<file path="config.mk">
export PLATFORM = sky130hd
export DESIGN_NAME = m_axi_read_arb
export DESIGN_NICKNAME = d
export VERILOG_FILES = /design/src/rtl/m_axi_read_arb.sv
export SDC_FILE = /design/constraint.sdc
export NUM_CORES = 1
export LEC_CHECK = 0
export CAP_MARGIN = 20
export CORE_AREA = 2 2 408 410
export CTS_BUF_LIST = sky130_fd_sc_hd__clkbuf_8
export DETAILED_ROUTE_END_ITERATION = 8
export DIE_AREA = 0 0 410 412
export DONT_BUFFER_PORTS = 1
export PLACE_DENSITY = 0.3
export SLEW_MARGIN = 30
export SYNTH_ARGS = -nofsm -noshare
export SYNTH_HDL_FRONTEND = slang
export SYNTH_SLANG_ARGS = --single-unit
export TNS_END_PERCENT = 20
</file>
<file path="constraint.sdc">
create_clock -name clk -period 8.29 [get_ports clk]
set_clock_uncertainty 0.2 [all_clocks]
set_input_delay 0.829 -clock clk [delete_from_list [all_inputs] [get_ports clk]]
set_output_delay 0.829 -clock clk [all_outputs]
set_load 0.01 [all_outputs]
</file>
<file path="src/rtl/m_axi_read_arb.sv">
// m_axi_read_arb: shares one AXI read master core-side port between NUM_CLIENTS
// requesters. One request is granted at a time. Each issued client ID goes into an
// in-order FIFO, and that FIFO steers the returning read beats to their client.
// Optional feature: define M_AXI_READ_ARB_RR_EN to get round-robin selection.
// When it is undefined, selection is fixed priority (lowest index wins).
module m_axi_read_arb #(
  parameter int unsigned NUM_CLIENTS = 4,
  parameter int unsigned AXI_AWIDTH  = 64,
  parameter int unsigned AXI_DWIDTH  = 256,
  parameter int unsigned ID_LOGDEPTH = 2
) (
  input  logic                              clk,
  input  logic                              rst,
  input  logic [NUM_CLIENTS-1:0]            cl_req_valid,
  output logic [NUM_CLIENTS-1:0]            cl_req_ready,
  input  logic [NUM_CLIENTS*AXI_AWIDTH-1:0] cl_req_addr,
  input  logic [NUM_CLIENTS*32-1:0]         cl_req_len,
  input  logic [NUM_CLIENTS*3-1:0]          cl_req_size,
  input  logic [NUM_CLIENTS*2-1:0]          cl_req_burst,
  output logic [AXI_DWIDTH-1:0]             cl_data,
  output logic [NUM_CLIENTS-1:0]            cl_data_valid,
  input  logic [NUM_CLIENTS-1:0]            cl_data_ready,
  output logic [NUM_CLIENTS-1:0]            cl_data_last,
  output logic                              core_read_request_valid,
  input  logic                              core_read_request_ready,
  output logic [AXI_AWIDTH-1:0]             core_read_addr,
  output logic [31:0]                       core_read_len,
  output logic [2:0]                        core_read_size,
  output logic [1:0]                        core_read_burst,
  input  logic [AXI_DWIDTH-1:0]             core_read_data,
  input  logic                              core_read_data_valid,
  output logic                              core_read_data_ready,
  input  logic                              core_read_data_last
);

  localparam int unsigned GW    = (NUM_CLIENTS > 1) ? $clog2(NUM_CLIENTS) : 1;
  localparam int unsigned DEPTH = 1 << ID_LOGDEPTH;
  localparam int unsigned CW    = ID_LOGDEPTH + 1;

  typedef enum logic {ARB_IDLE, ARB_REQ} arb_state_e;

  arb_state_e              state_q, state_d;
  logic [GW-1:0]           grant_q, grant_d;
`ifdef M_AXI_READ_ARB_RR_EN
  logic [GW-1:0]           rr_q, rr_d;
  int unsigned             cand;
  logic [GW-1:0]           cand_g;
`endif
  logic [GW-1:0]           winner;
  logic                    any_valid;
  logic                    push, pop;

  logic [GW-1:0]           id_mem [DEPTH];
  logic [ID_LOGDEPTH-1:0]  wr_ptr_q, rd_ptr_q;
  logic [CW-1:0]           count_q, count_d;
  logic                    full_q, empty;
  logic [GW-1:0]           hd;

  logic [AXI_AWIDTH-1:0]   addr_arr  [NUM_CLIENTS];
  logic [31:0]             len_arr   [NUM_CLIENTS];
  logic [2:0]              size_arr  [NUM_CLIENTS];
  logic [1:0]              burst_arr [NUM_CLIENTS];

  // Unpack per-client request fields
  for (genvar i = 0; i < int'(NUM_CLIENTS); i++) begin : g_slice
    assign addr_arr[i]  = cl_req_addr[i*AXI_AWIDTH +: AXI_AWIDTH];
    assign len_arr[i]   = cl_req_len[i*32 +: 32];
    assign size_arr[i]  = cl_req_size[i*3 +: 3];
    assign burst_arr[i] = cl_req_burst[i*2 +: 2];
  end

  // Forwarded request fields follow the current grant
  assign core_read_addr  = addr_arr[grant_q];
  assign core_read_len   = len_arr[grant_q];
  assign core_read_size  = size_arr[grant_q];
  assign core_read_burst = burst_arr[grant_q];
  assign cl_data         = core_read_data;

  // Winner selection: round-robin from rr pointer, or fixed lowest-index priority
  always_comb begin
    winner    = '0;
    any_valid = 1'b0;
`ifdef M_AXI_READ_ARB_RR_EN
    cand      = 0;
    cand_g    = '0;
    for (int unsigned k = 0; k < NUM_CLIENTS; k++) begin
      cand = 32'(rr_q) + k;
      if (cand >= NUM_CLIENTS) cand = cand - NUM_CLIENTS;
      cand_g = GW'(cand);
      if (!any_valid && cl_req_valid[cand_g]) begin
        any_valid = 1'b1;
        winner    = cand_g;
      end
    end
`else
    for (int k = int'(NUM_CLIENTS) - 1; k >= 0; k--) begin
      if (cl_req_valid[k]) begin
        any_valid = 1'b1;
        winner    = GW'(k);
      end
    end
`endif
  end

  // Request FSM state, grant and rr pointer registers
  always_ff @(posedge clk) begin
    if (rst) begin
      state_q <= ARB_IDLE;
      grant_q <= '0;
`ifdef M_AXI_READ_ARB_RR_EN
      rr_q    <= '0;
`endif
    end else begin
      state_q <= state_d;
      grant_q <= grant_d;
`ifdef M_AXI_READ_ARB_RR_EN
      rr_q    <= rr_d;
`endif
    end
  end

  // Request FSM next-state and request-side handshake outputs
  always_comb begin
    state_d                 = state_q;
    grant_d                 = grant_q;
`ifdef M_AXI_READ_ARB_RR_EN
    rr_d                    = rr_q;
`endif
    push                    = 1'b0;
    cl_req_ready            = '0;
    core_read_request_valid = 1'b0;
    case (state_q)
      ARB_IDLE: begin
        if (any_valid && !full_q) begin
          grant_d = winner;
          state_d = ARB_REQ;
        end
      end
      ARB_REQ: begin
        core_read_request_valid = cl_req_valid[grant_q];
        cl_req_ready[grant_q]   = core_read_request_ready;
        if (!cl_req_valid[grant_q]) begin
          // Granted client withdrew; drop the grant rather than hang
          state_d = ARB_IDLE;
        end else if (core_read_request_ready) begin
          push    = 1'b1;
          state_d = ARB_IDLE;
`ifdef M_AXI_READ_ARB_RR_EN
          rr_d    = (grant_q == GW'(NUM_CLIENTS - 1)) ? '0 : grant_q + GW'(1);
`endif
        end
      end
      default: state_d = ARB_IDLE;
    endcase
  end

  assign empty   = (count_q == '0);
  assign hd      = id_mem[rd_ptr_q];
  assign count_d = count_q + CW'(push) - CW'(pop);

  // Issued-ID storage (no reset needed; validity tracked by count)
  always_ff @(posedge clk) begin
    if (push) id_mem[wr_ptr_q] <= grant_q;
  end

  // ID FIFO pointers, occupancy and registered full flag
  always_ff @(posedge clk) begin
    if (rst) begin
      wr_ptr_q <= '0;
      rd_ptr_q <= '0;
      count_q  <= '0;
      full_q   <= 1'b0;
    end else begin
      if (push) wr_ptr_q <= wr_ptr_q + ID_LOGDEPTH'(1);
      if (pop)  rd_ptr_q <= rd_ptr_q + ID_LOGDEPTH'(1);
      count_q <= count_d;
      full_q  <= (count_d == CW'(DEPTH));
    end
  end

  // Steer in-order read beats to the client at the FIFO head
  always_comb begin
    cl_data_valid        = '0;
    cl_data_last         = '0;
    core_read_data_ready = 1'b0;
    pop                  = 1'b0;
    if (!empty) begin
      cl_data_valid[hd]    = core_read_data_valid;
      cl_data_last[hd]     = core_read_data_valid & core_read_data_last;
      core_read_data_ready = cl_data_ready[hd];
      pop = core_read_data_valid & cl_data_ready[hd] & core_read_data_last;
    end
  end

endmodule

</file>
==> flow_metrics.py, run 1 <==
metrics = {
    "synth": {
        "ys_ff_latch": 21,
        "synth_most_common_cell": "buf_4",
        "netlist_area_mm2": 0.00539,
        "synth_ff_type": "dfxtp_1",
        "yosys.area.top_type": "mux4_2",
        "yosysWarnings": 0,
        "synthTopCellsByArea": "mux4_2, buf_4, dfxtp_1, edfxtp_1, ha_1",
        "avgSynthCellArea_um2": 11.1,
        "synthDistinctLibCells": 30,
        "synth-async-reset-ratio_pct": 0,
        "synth_edf_count": 8,
        "syn-num-nets": 1166,
        "yosysSeqAreaShare_pct": 9.28,
        "netlist.area_leader.share_pct": 43.0,
        "netlist_top_cells_count": "buf_4, mux4_2, nor2_1",
        "synthCells": 486,
    },
    "placement": {
        "dp_hpwl_um": 70900,
        "io_buffers": 0,
        "gp_congestion": 0.977,
    },
    "grt": {
        "antenna_found_initial": 143,
        "grt_pass1_wl_um": 82500,
        "grt_remaining_overflow": 0,
        "grt_max_degree": 80,
        "grt_pass1_vias": 3928,
        "grt_usage_pct": 8.33,
    },
    "sta": {
        "clock.fmax_mhz": 254,
        "period_share_pct": 47.4,
        "max_slew.worst_pin.slew_ps": 931,
        "fin_setup_tns_ps": 0,
        "grt_setup_unrepaired": "false",
        "report.final.slew_viol_count": 0,
        "final-setup-viol-count": 0,
        "final_hold_viol_count": 0,
        "fin_crit_ps": 3930,
        "slew_headroom_pct": 37.9,
    },
    "cts": {
        "h-tree-depth": 1,
        "cts_buffers": 3,
        "cts_setup_buffers": 0,
        "clk_pin_slew_ps": 70,
        "cts_hold_buf": 0,
        "cts_resized": 0,
        "cts_tree": "done",
        "clock_latency_ps": 250,
        "cts.sinks": 21,
        "cts-root-buf": "clkbuf_8",
        "clockBufferDepth": 2,
    },
    "routing": {
        "route.top_layer_used": "met5",
        "drcViolationCount": 0,
        "drt_pass1_iterations": 4,
        "via_per_inst": 1.71,
        "vias": 4171,
        "final_antenna_net_count": 0,
        "wl_um": 75300,
        "routedWlPerCell_um": 30.9,
        "met2_length_um": 35500,
        "drt-initial-drc-count": 554,
        "wl_met3_um": 16400,
        "wl_met1_um": 18700,
    },
    "pwr": {
        "swShare_pct": 56.2,
        "switchingPower_uw": 579,
        "power_density_mw_per_mm2": 164,
        "pwr-share-clk_pct": 6.1,
        "internal_power_uw": 451,
        "sequentialPowerShare_pct": 16.6,
        "irDropWorstVdd_mv": 0.0804,
        "power.leakage_uw": 0.00104,
        "p_total_uw": 1030,
        "comb_power_share_pct": 77.3,
    },
    "finish": {
        "nFillCells": 19400,
        "area_growth_pct": 16.6,
        "layout.nets": 893,
        "layout-drive-gt1-share_pct": 54.7,
        "multi_input_area_mm2": 0.00283,
        "seqCellArea_um2": 508,
    },
    "setup_path": {
        "worstSetupStartpointType": "flip-flop",
        "end_kind": "output pin",
        "cp.arrival_ps": 2900,
        "required_ps": 7260,
        "criticalPathCategory": "flip-flop to output pin",
        "r2r_cells": 10,
        "worstPathMaxFanout": 53,
    },
    "floorplanning": {
        "die_y_um": 412,
        "num_rows": 149,
        "ios": 1044,
        "core_mm2": 0.164,
        "die-area_mm2": 0.169,
        "initial_core_util_pct": 3.28,
        "die_w_um": 410,
    },
    "flow_run": {
        "maxCapViolCount": 0,
    },
    "worst_hold_path": {
        "min_path_type": "flip-flop to flip-flop",
        "holdPathStages": 1,
    },
    "outcome": {
        "outcome": "finished, final reports clean",
    },
}
-- kinds of logic (layout without fill, tap and decap cells) --
group	Yosys count	count (layout)	share of synthesized area (%)
other	0	37	0
muxes	110	110	44.6
AOI/OAI and AO/OA	6	6	0.765
buffers and inverters	291	17	38.3
adders and majority gates	7	7	1.76
DFF	21	21	9.28
and+or+nand+nor	47	47	4.59
xor gates and xnor gates	4	4	0.649
-- path summary, 6_finish.rpt --
kind | slack (ps) | start | endpoint
max reg2reg | 4990 | flip-flop | full_q
max | 4360 | grant_q[1] | core_read_size[1]
min reg2reg | 380 | rd_ptr_q[0] | flip-flop
min | 380 | rd_ptr_q[0] | flip-flop
-- power by group through the flow --
stage | sequential, uW | clock (uW) | combinational [uW]
floorplan | 132 | 0 | 672
global placement | 174 | 0 | 837
detailed placement | 177 | 0 | 852
CTS | 175 | 64.7 | 852
global route | 178 | 70.1 | 846
finish | 171 | 62.8 | 795
-- metal layers --
layer  global-route usage [%]  up-vias
met1                     6.26     1803
met5                    0.735        -
met3                     8.41      334
li1                         -     1031
met2                     14.2      895
met4                     2.79      108
-- area by class of cell --
class                      instances  area share [%]
antenna                           37            1.47
clock buffer                       3           0.657
clock inverter                     1          0.0597
inverter                           9           0.537
multi-input combinational        174            45.0
sequential                        21            8.08
tap                             2189            43.6
timing repair buffer               4           0.677
-- cell usage in the layout, fill, tap and decap left out --
cell type and count:
mux4_2 103, clkbuf_8 3, a31o_2 1, nand3_1 1, nor3b_1 1, nor2b_1 2, buf_12 1, inv_1 10
dfxtp_4 2, a21oi_1 4, mux2i_1 5, xnor2_1 4, nor4_1 2, edfxtp_1 8, or3_1 1, and2_1 6
nand2b_1 1, nor3_1 9, dfxtp_1 11, nand2_1 3, and3_1 1, fa_1 1, mux2_2 1, buf_4 3
nor2_1 18, o22ai_2 1, nand4_1 1, ha_1 6, diode_2 37, mux4_1 1, nand4b_4 1
-- worst max-delay path, stage by stage (launching register included) --
cell and delay, ps:
dfxtp_4 570, buf_4 540, buf_4 760, mux4_2 580
-- through the flow --
step                      util, %  instance area, um2  setup WS [ps]  hold slack, ps  std cells
after floorplan                 -                5390           5280             255        486
after global placement       3.74                6150           4610             327       2397
after detailed placement     3.74                6150           4530             355       2397
after CTS                    3.77                6190           4250             372       2401
after global routing         3.81                6260           4190             399       2426
final                        3.83                6290           4360             381       2438
-- flip-flops by register name (all words and copies together) (netlist names), named ones only --
signal    count
count_q       3
id_mem        8
wr_ptr_q      2
full_q        1
rd_ptr_q      2
state_q       1
grant_q       2
(Power assumes the default switching activity.)
==> run 2, diff against run 1 <==
==> constraint.sdc (replaced) <==
create_clock -name clk -period 3.52 [get_ports clk]
set_clock_uncertainty 0.2 [all_clocks]
set_input_delay 0.352 -clock clk [delete_from_list [all_inputs] [get_ports clk]]
set_output_delay 0.352 -clock clk [all_outputs]
set_load 0.01 [all_outputs]
==> flow_metrics.py, run 2 (synthesis gave the netlist of run 1 again) <==
metrics = {
    "outcome": {
        "outcome": "finished, final reports clean",
    },
    "sta": {
        "grt_setup_unrepaired": "false",
        "fin_setup_tns_ps": 0,
        "fin_crit_ps": 3270,
        "clock.fmax_mhz": 306,
        "period_share_pct": 92.9,
        "final_hold_viol_count": 0,
        "final-setup-viol-count": 0,
        "slew_headroom_pct": 43.7,
        "max_slew.worst_pin.slew_ps": 844,
        "report.final.slew_viol_count": 0,
        "whs_ps": 115,
    },
    "pwr": {
        "power.leakage_uw": 0.00107,
        "switchingPower_uw": 1590,
        "comb_power_share_pct": 82.3,
        "power_density_mw_per_mm2": 422,
        "internal_power_uw": 1090,
        "sequentialPowerShare_pct": 11.8,
        "pwr-share-clk_pct": 5.9,
        "swShare_pct": 59.4,
        "irDropWorstVdd_mv": 0.764,
    },
    "cts": {
        "clk_pin_slew_ps": 80,
        "cts_buffers": 3,
        "cts_hold_buf": 1,
        "clockBufferDepth": 2,
        "clock_latency_ps": 260,
        "cts.sinks": 21,
        "cts_tree": "done",
        "cts-root-buf": "clkbuf_8",
        "cts_resized": 0,
        "cts_setup_buffers": 0,
        "h-tree-depth": 1,
    },
    "finish": {
        "final_core_util_pct": 3.85,
        "layout.nets": 898,
        "regMostFlops": "id_mem",
        "area_growth_pct": 17.4,
        "layout-drive-gt1-share_pct": 55.3,
        "reg_top3": "id_mem x8, count_q x3",
        "nFillCells": 19400,
        "mostFrequentLayoutCell": "mux4_2",
        "largest_reg_flops": 8,
        "final_cell_mix": "mux4_2, nor2_1, dfxtp_1",
    },
    "floorplanning": {
        "core_mm2": 0.164,
        "die_w_um": 410,
        "num_rows": 149,
        "initial_core_util_pct": 3.28,
        "die-area_mm2": 0.169,
        "ios": 1044,
        "die_y_um": 412,
    },
    "routing": {
        "wl_met3_um": 11300,
        "met2_length_um": 30200,
        "final_antenna_net_count": 0,
        "drt_pass1_iterations": 4,
        "route.top_layer_used": "met5",
        "wl_um": 64700,
        "drt-initial-drc-count": 308,
        "drcViolationCount": 0,
        "wl_met1_um": 20500,
        "routedWlPerCell_um": 26.5,
        "vias": 3636,
        "via_per_inst": 1.49,
    },
    "placement": {
        "gp_congestion": 0.913,
        "io_buffers": 0,
        "dp_hpwl_um": 60600,
    },
    "setup_path": {
        "worstPathMaxFanout": 5,
        "end_kind": "flip-flop",
        "cp.arrival_ps": 3240,
        "required_ps": 3490,
        "criticalPathCategory": "flip-flop to flip-flop",
        "worstSetupStartpointType": "flip-flop",
    },
    "grt": {
        "grt_remaining_overflow": 0,
        "grt_max_degree": 110,
        "grt_pass1_vias": 3863,
        "grt_pass1_wl_um": 71100,
        "grt_usage_pct": 7.09,
        "antenna_found_initial": 61,
    },
    "worst_hold_path": {
        "hold_path_startpoint": "core_read_request_ready",
        "min_path_type": "primary input to flip-flop",
    },
    "flow_run": {
        "maxCapViolCount": 0,
    },
}
[run 2: changes by cell type in the layout (fill, tap and decap cells not counted), sizes merged]
cell         change
diode            -5
buf              +4
dlygate4sd3      +1
[run 2: layout make-up]
type                    instances  area [um2]  area share (%)
inverters                       9        33.8           0.534
clock buffers                   3        41.3           0.652
clock inverters                 1        3.75          0.0593
well taps                    2189        2740            43.3
diodes                         32        80.1            1.26
flip-flops and latches         21         508            8.02
multi-input cells             174        2830            44.6
repair buffers                  9        98.8            1.56
[run 2: path summary, 6_finish.rpt]
check | to | slack, ps | depth (start not counted)
setup / recovery | full_q | 250 | 10
setup reg to reg | full_q | 250 | 10
hold / removal | state_q | 110 | 3
hold reg to reg | wr_ptr_q[1] | 370 | 2
[run 2: worst max-delay path, stage by stage (launching register included)]
cell,delay [ps]
dfxtp_1,400
mux4_1,690
mux2i_1,280
o22ai_2,170
ha_1,300
inv_1,40
ha_1,190
fa_1,420
xnor2_1,220
xnor2_1,110
nor4_1,180
[run 2: layer usage]
layer	track usage (%)	vias up
met3	5.17	140
li1	-	1033
met1	6.81	1627
met2	11.7	828
met5	0.933	-
met4	2.47	8
[run 2: power groups by stage]
| stage | Sequential, uW | Clock (uW) | Combinational [uW] |
|---|---|---|---|
| CTS | 317 | 160 | 2390 |
| global placement | 318 | 0 | 2370 |
| floorplan | 311 | 0 | 1580 |
| global route | 320 | 170 | 2340 |
| finish | 317 | 157 | 2200 |
| detailed placement | 323 | 0 | 2390 |
[run 2: metrics by stage]
stage / setup slack [ps] / cells / cell area [um2] / power [uW]
2_1_floorplan: 513 / 486 / 5390 / 1890
3_3_place_gp: 399 / 2401 / 6190 / 2680
3_5_place_dp: 214 / 2401 / 6190 / 2710
4_1_cts: 216 / 2406 / 6250 / 2870
5_1_grt: 32.8 / 2427 / 6300 / 2830
6_report: 250 / 2438 / 6330 / 2670
==> run 3, diff against run 2 <==
--- a/config.mk
+++ b/config.mk
@@ -6,10 +6,10 @@
 export NUM_CORES = 1
 export LEC_CHECK = 0
 export CAP_MARGIN = 20
-export CORE_AREA = 2 2 408 410
+export CORE_AREA = 3 3 409 411
 export CTS_BUF_LIST = sky130_fd_sc_hd__clkbuf_8
 export DETAILED_ROUTE_END_ITERATION = 8
-export DIE_AREA = 0 0 410 412
+export DIE_AREA = 0 0 412 414
 export DONT_BUFFER_PORTS = 1
 export PLACE_DENSITY = 0.3
 export SLEW_MARGIN = 30
==> flow_metrics.py, run 3 (synthesis gave the netlist of run 1 again) <==
metrics = {
    "outcome": {
        "outcome": "finished, final reports clean",
    },
    "routing": {
        "drcViolationCount": 0,
        "wl_um": 62800,
        "drt_pass1_iterations": 4,
        "final_antenna_net_count": 0,
        "vias": 3604,
        "drt-initial-drc-count": 282,
        "via_per_inst": 1.49,
        "routedWlPerCell_um": 26.0,
    },
    "pwr": {
        "switchingPower_uw": 1610,
        "sequentialPowerShare_pct": 12.1,
        "pwr-share-clk_pct": 5.6,
        "power.leakage_uw": 0.00106,
        "p_total_uw": 2700,
        "power_density_mw_per_mm2": 430,
        "swShare_pct": 59.5,
        "internal_power_uw": 1090,
        "comb_power_share_pct": 82.3,
        "irDropWorstVdd_mv": 0.928,
    },
    "finish": {
        "mostFrequentLayoutCell": "mux4_2",
        "reg_top3": "id_mem x8, count_q x3",
        "finalNonFillerCells": 2417,
        "fin_area_mm2": 0.00628,
        "layout.nets": 894,
        "seqCellArea_um2": 508,
        "final_cell_mix": "mux4_2, nor2_1, dfxtp_1",
        "largest_reg_flops": 8,
        "multi_input_area_mm2": 0.00283,
        "area_growth_pct": 16.4,
        "regMostFlops": "id_mem",
        "layout-drive-gt1-share_pct": 54.9,
        "nFillCells": 19500,
    },
    "setup_path": {
        "cp.arrival_ps": 3230,
        "worstSetupStartpointType": "flip-flop",
        "r2r-end": "full_q",
        "rrSetupSlack_ps": 220,
        "worstPathMaxFanout": 5,
        "r2r_cells": 10,
        "criticalPathCategory": "flip-flop to flip-flop",
        "cp-endpoint": "full_q",
        "end_kind": "flip-flop",
        "required_ps": 3440,
    },
    "floorplanning": {
        "die_w_um": 412,
        "initial_core_util_pct": 3.28,
        "die_y_um": 414,
        "num_rows": 149,
        "die-area_mm2": 0.171,
        "core_mm2": 0.164,
        "ios": 1044,
    },
    "sta": {
        "grt_setup_unrepaired": "false",
        "slew_headroom_pct": 41.9,
        "final_hold_viol_count": 0,
        "final-setup-viol-count": 0,
        "fin_ws_ps": 215,
        "fin_crit_ps": 3300,
        "max_slew.worst_pin.slew_ps": 871,
        "report.final.slew_viol_count": 0,
        "fin_setup_tns_ps": 0,
        "period_share_pct": 93.9,
        "clock.fmax_mhz": 303,
    },
    "cts": {
        "cts-root-buf": "clkbuf_8",
        "clockBufferDepth": 2,
        "cts_tree": "done",
        "cts_buffers": 3,
        "cts_setup_buffers": 0,
        "clock_latency_ps": 250,
        "cts.sinks": 21,
        "clk_pin_slew_ps": 70,
        "h-tree-depth": 1,
    },
    "placement": {
        "dp_hpwl_um": 58800,
        "io_buffers": 0,
        "placed_cells": 2396,
        "place_ws_ps": 204,
        "gp_congestion": 0.782,
        "place_area_mm2": 0.00615,
    },
    "worst_hold_path": {
        "min_path_type": "primary input to flip-flop",
    },
    "flow_run": {
        "maxCapViolCount": 0,
    },
    "grt": {
        "grt_pass1_wl_um": 69900,
        "grt_max_degree": 110,
        "grt_usage_pct": 6.86,
        "antenna_found_initial": 81,
        "grt_pass1_vias": 3764,
        "grt_remaining_overflow": 0,
    },
}
run 3: critical path, stage by stage (launching register included):
cell	delay, ps
dfxtp_1	410
mux4_1	710
mux2i_1	290
o22ai_2	170
ha_1	300
inv_1	40
ha_1	180
fa_1	430
xnor2_1	210
xnor2_1	180
nor4_1	70
run 3: how the worst min path moves through the flow:
stage / startpoint / to / slack, ps / cells past startpoint
global placement: rst / grant_q[1] / 250 / 1
global route: core_read_request_ready / state_q / 100 / 3
detailed placement: rst / wr_ptr_q[1] / 250 / 1
finish: core_read_request_ready / state_q / 100 / 3
CTS: core_read_request_ready / state_q / 100 / 3
floorplan: rst / count_q[0] / 220 / 1
run 3: per-layer routing:
metal,GRT usage (%),wire [um],share of wire [%],vias up
met1,6.46,19900,32,1654
met5,0.509,311,0.50,-
met4,1.56,2720,4.3,34
met3,4.81,10300,16,204
li1,-,-,-,1002
met2,12.0,29700,47,710
run 3: layout make-up:
type | count | area share (%)
diodes | 15 | 0.598
clock buffers | 3 | 0.658
clock inverters | 1 | 0.0797
inverters | 9 | 0.538
multi-input cells | 174 | 45.0
flip-flops and latches | 21 | 8.09
well taps | 2189 | 43.6
repair buffers | 5 | 1.36
run 3: power by group through the flow:
stage / Sequential, uW / Combinational [uW] / Clock, uW
floorplan: 311 / 1580 / 0
global placement: 336 / 2390 / 0
detailed placement: 339 / 2410 / 0
CTS: 333 / 2420 / 162
global route: 335 / 2380 / 173
finish: 326 / 2220 / 153
run 3: through the flow:
step                      hold WS, ps  util, %
after floorplan                   224        -
after global placement            249     3.74
after detailed placement          252     3.74
after CTS                        96.6     3.78
after global routing             99.1     3.80
final                             104     3.82
run 3: repair_timing:
action                    in CTS  in global routing
hold buffers                   1                  0
gates resized for setup        0                  0
hold endpoints to repair      11                  0
